**src/rtl/counter_down_timer.sv**
```systemverilog
// Programmable down-counting timer with clamp-on-load, one-shot and auto-reload
// modes, and a registered terminal-count pulse.
package util_pkg;
  typedef struct packed {
    logic clk;
    logic rst;
  } Util_Control_T;
endpackage

module counter_down_timer
  import util_pkg::*;
#(
  parameter int MAX   = 12,
  parameter int WIDTH = $clog2(MAX+1)
) (
  input  util_pkg::Util_Control_T i_ctrl,
  input  logic [WIDTH-1:0]        i_d,
  input  logic                    i_load,
  input  logic                    i_enable,
  input  logic                    i_auto,
  output logic [WIDTH-1:0]        o_q,
  output logic                    o_zero,
  output logic                    o_tick,
  output logic                    o_busy
);

  typedef enum logic {IDLE = 1'b0, RUN = 1'b1} state_t;

  localparam logic [WIDTH-1:0] LP_MAX = WIDTH'(MAX);
  localparam logic [WIDTH-1:0] LP_ONE = WIDTH'(1);

  logic             w_clk;
  logic             w_rst;
  logic [WIDTH-1:0] w_clamp;

  state_t           r_state;
  state_t           w_state_nxt;
  logic [WIDTH-1:0] r_q;
  logic [WIDTH-1:0] w_q_nxt;
  logic [WIDTH-1:0] r_rl;
  logic [WIDTH-1:0] w_rl_nxt;
  logic             r_tick;
  logic             w_tick_nxt;

  assign w_clk   = i_ctrl.clk;
  assign w_rst   = i_ctrl.rst;
  assign w_clamp = (i_d > LP_MAX) ? LP_MAX : i_d;

  always_ff @(posedge w_clk or posedge w_rst) begin
    if (w_rst) begin
      r_state <= IDLE;
      r_q     <= '0;
      r_rl    <= LP_MAX;
      r_tick  <= 1'b0;
    end else begin
      r_state <= w_state_nxt;
      r_q     <= w_q_nxt;
      r_rl    <= w_rl_nxt;
      r_tick  <= w_tick_nxt;
    end
  end

  // Load beats counting; q==0 while running is the auto-reload pause cycle,
  // so the reload period is rl+1 enabled cycles and q never underflows.
  always_comb begin
    w_state_nxt = r_state;
    w_q_nxt     = r_q;
    w_rl_nxt    = r_rl;
    w_tick_nxt  = 1'b0;
    if (i_load) begin
      w_q_nxt     = w_clamp;
      w_rl_nxt    = w_clamp;
      w_state_nxt = (w_clamp != '0) ? RUN : IDLE;
    end else if (i_enable && (r_state == RUN)) begin
      if (r_q > LP_ONE) begin
        w_q_nxt = r_q - LP_ONE;
      end else if (r_q == LP_ONE) begin
        w_q_nxt     = '0;
        w_tick_nxt  = 1'b1;
        w_state_nxt = i_auto ? RUN : IDLE;
      end else if (i_auto) begin
        w_q_nxt = r_rl;
      end else begin
        w_state_nxt = IDLE;
      end
    end
  end

  always_comb begin
    o_q    = r_q;
    o_zero = (r_q == '0);
    o_tick = r_tick;
    o_busy = (r_state == RUN);
  end

endmodule

```
**config.mk**
```make
export PLATFORM = sky130hd
export DESIGN_NAME = counter_down_timer
export DESIGN_NICKNAME = d
export VERILOG_FILES = /design/src/rtl/counter_down_timer.sv
export SDC_FILE = /design/constraint.sdc
export NUM_CORES = 1
export LEC_CHECK = 0
export ABC_AREA = 1
export CAP_MARGIN = 20
export CORE_UTILIZATION = 47
export CTS_CLUSTER_SIZE = 25
export DETAILED_ROUTE_END_ITERATION = 7
export PLACE_DENSITY = 0.76
export SLEW_MARGIN = 20
export SYNTH_ARGS = -nofsm -noshare
export SYNTH_HDL_FRONTEND = slang
export SYNTH_SLANG_ARGS = --single-unit
```
**constraint.sdc**
```tcl
create_clock -name i_ctrl -period 1.55 [get_ports i_ctrl]
set_input_delay 0.155 -clock i_ctrl [delete_from_list [all_inputs] [get_ports i_ctrl]]
set_output_delay 0.155 -clock i_ctrl [all_outputs]
set_load 0.005 [all_outputs]
```
==> impl_metrics.py, run 1 <==
metrics = {
    "placed_design": {
        "portBuffers": 14,
        "post_dp_cell_area_um2": 858,
        "place_congestion": 0.792,
        "pre_cts_ws_ps": 65.7,
        "dp.final_hpwl_um": 1030,
    },
    "finish": {
        "antenna_cells": 0,
        "finish.utilization_pct": 74.8,
        "final_cell_area_um2": 986,
        "fin_nets": 139,
        "area_delta_synth_final_pct": 45.4,
        "layout-drive-gt1-share_pct": 26.0,
    },
    "floorplanning": {
        "core.rowCount": 13,
        "dieArea_um2": 1600,
        "coreArea_um2": 1320,
        "die_w_um": 40.0,
        "die_h_um": 40.0,
        "io-pin-count": 16,
        "initial_core_util_pct": 51.5,
    },
    "clock_tree": {
        "clock_latency_ps": 270,
        "cts_tree": "done",
        "clk_pin_slew_worst_paths_ps": 70,
    },
    "grt": {
        "grt_usage_pct": 27.8,
        "grt_pass1_vias": 740,
        "grt_pass1_wl_um": 2730,
        "overflow": 0,
        "grt_max_degree": 12,
        "antenna_found_initial": 0,
    },
    "setup_path": {
        "critPathCaptureType": "register",
        "critPathMaxFanout": 4,
        "crit_required_ps": 1760,
        "startpoint_type": "register",
        "cp.arrival_ps": 1680,
        "worst-setup-path-type": "reg2reg",
    },
    "sta": {
        "worst_slack_ps": 85.4,
        "rsz0062_at_grt": "yes",
        "finClkSkew_ps": 4.09,
        "drv_slew": 0,
        "worst_pin_slew_ps": 306,
        "slew_headroom_pct": 79.5,
        "fin_crit_sh_pct": 94.5,
        "layout_min_cycle_time_ps": 1460,
        "max_freq_mhz": 683,
        "setup_viol": 0,
        "final_hold_viol_count": 0,
    },
    "synthesis": {
        "syn_nets": 103,
        "ys_seq_area_share_pct": 37.3,
        "ys_ff_latch": 10,
        "syn_area_um2": 678,
        "async_flop_share_pct": 100,
        "postSynthAreaPerCell_um2": 7.37,
        "synth_top_area_cell": "dfrtp_1",
        "syn-instance-count": 92,
        "yosys-top-cells-area": "dfrtp_1 (30%), nand2_1 (12%), inv_1 (8.3%)",
        "ys.warnings.count": 0,
        "ys.flop_type": "dfrtp_1",
        "synth.distinct_cells": 24,
        "synth_edf_count": 0,
        "synth_top_area_share_pct": 29.5,
    },
    "power": {
        "power_mw": 1.38,
        "power.density_nw_per_um2": 1400,
        "max-vdd-ir-drop_mv": 0.619,
        "power.leakage_nw": 0.533,
    },
    "routing": {
        "vias": 724,
        "post-route-drc-count": 0,
        "wl_per_cell_um": 11.4,
        "drtIter0Drc": 19,
        "firstDrtPassIters": 4,
        "wl_um": 1620,
        "drtAntennaViolNets": 0,
        "via_per_inst": 5.10,
    },
    "status": {
        "status": "finished, final reports clean",
    },
    "worst_hold_path": {
        "hold_path.class": "in2reg",
    },
    "run": {
        "cap_violations": 0,
    },
}
worst paths after layout:
kind	from	endpoint	slack (ps)	cells after the start
setup / recovery	o_q[1]	o_q[3]	90	10
hold / removal	i_d[3]	r_rl[3]	480	3
setup reg to reg	o_q[1]	o_q[3]	90	10
hold reg to reg	r_rl[2]	r_rl[2]	480	2
max in group asynchronous	i_ctrl[0]	r_rl[3]	850	3
min in group asynchronous	i_ctrl[0]	r_rl[0]	510	3
flip-flops by register name (all words and copies together), names as in the netlist:
| signal | flops |
|---|---|
| r_rl | 4 |
| o_q | 4 |
| o_busy | 1 |
| o_tick | 1 |
area by class of cell:
type	count	area [µm²]
repair buffers	21	195
clock buffers	7	48.8
multi-input cells	63	370
inverters	16	60.1
flip-flops and latches	10	255
clock inverters	10	37.5
fillers	103	332
well taps	15	18.8
cell usage in the layout, fill, tap and decap left out, types with 2 or more instances in the layout:
| cell type | count |
|---|---|
| nor2_1 | 14 |
| dfstp_2 | 2 |
| nand2_2 | 2 |
| inv_2 | 5 |
| clkbuf_4 | 6 |
| inv_1 | 21 |
| o21ai_1 | 2 |
| a21oi_1 | 2 |
| dfrtp_2 | 2 |
| ha_4 | 2 |
| buf_4 | 6 |
| nand3_1 | 8 |
| dfrtp_1 | 6 |
| nor2_4 | 3 |
| clkdlybuf4s50_1 | 13 |
| nand2_1 | 21 |
cells in the mapped netlist, drive strengths merged (2+ instances only):
cell type  instances
o21ai              4
a21oi              3
dfstp              2
ha                 2
buf                2
dfrtp              8
inv               16
nor2              17
nand3              9
nand2             23
worst max-delay path: stages, from the launching register on:
cell and delay [ps]:
dfrtp_1 370, inv_2 70, buf_6 120, ha_4 160
o21ai_1 280, nand2_1 90, inv_1 60, nand2_1 50
nand3_1 90, nand2_1 60, inv_1 50
cells by family after synthesis:
kind of cell	count (synthesis)	share of synthesized area [%]
AND/OR/NAND/NOR	53	38.7
buffers and inverters	19	11.8
flip-flops	10	37.3
AO/OA/AOI/OAI	8	8.49
adder cells (fa/ha/maj)	2	3.69
power breakdown:
group	switching (mW)	internal, mW
registers	0.0505	0.298
logic	0.251	0.273
clock network	0.285	0.225
metrics by stage:
| stage | setup TNS [ps] | std cells | hold slack [ps] |
|---|---|---|---|
| 2_1_floorplan | 0 | 92 | 271 |
| 3_3_place_gp | 0 | 124 | 463 |
| 3_5_place_dp | 0 | 124 | 467 |
| 4_1_cts | 0 | 143 | 480 |
| 5_1_grt | -41.0 | 142 | 503 |
| 6_report | 0 | 142 | 481 |
what timing repair did:
item,4_1_cts,5_1_grt
gates cloned,0,0
resized for setup,7,5
hold buffers,0,0
buffers inserted,3,0
endpoints found under the setup margin,1,4
pin swaps,2,5
per-layer routing:
layer / vias up / GRT usage [%] / part of all wire [%]
met4: 0 / 30.2 / 4.5
li1: 358 / - / -
met5: - / 0 / 0
met2: 41 / 40.7 / 48
met1: 314 / 26.0 / 40
met3: 11 / 15.0 / 7.9
No activity file was read; power rests on OpenSTA's default activity.
==> run 2, diff against run 1 <==
--- a/config.mk
+++ b/config.mk
@@ -7,6 +7,7 @@
 export LEC_CHECK = 0
 export ABC_AREA = 1
 export CAP_MARGIN = 20
+export CORE_MARGIN = 1
 export CORE_UTILIZATION = 47
 export CTS_CLUSTER_SIZE = 25
 export DETAILED_ROUTE_END_ITERATION = 7
==> results of run 2 <==
Final layout, timing and power as in run 1 (identical DEF).
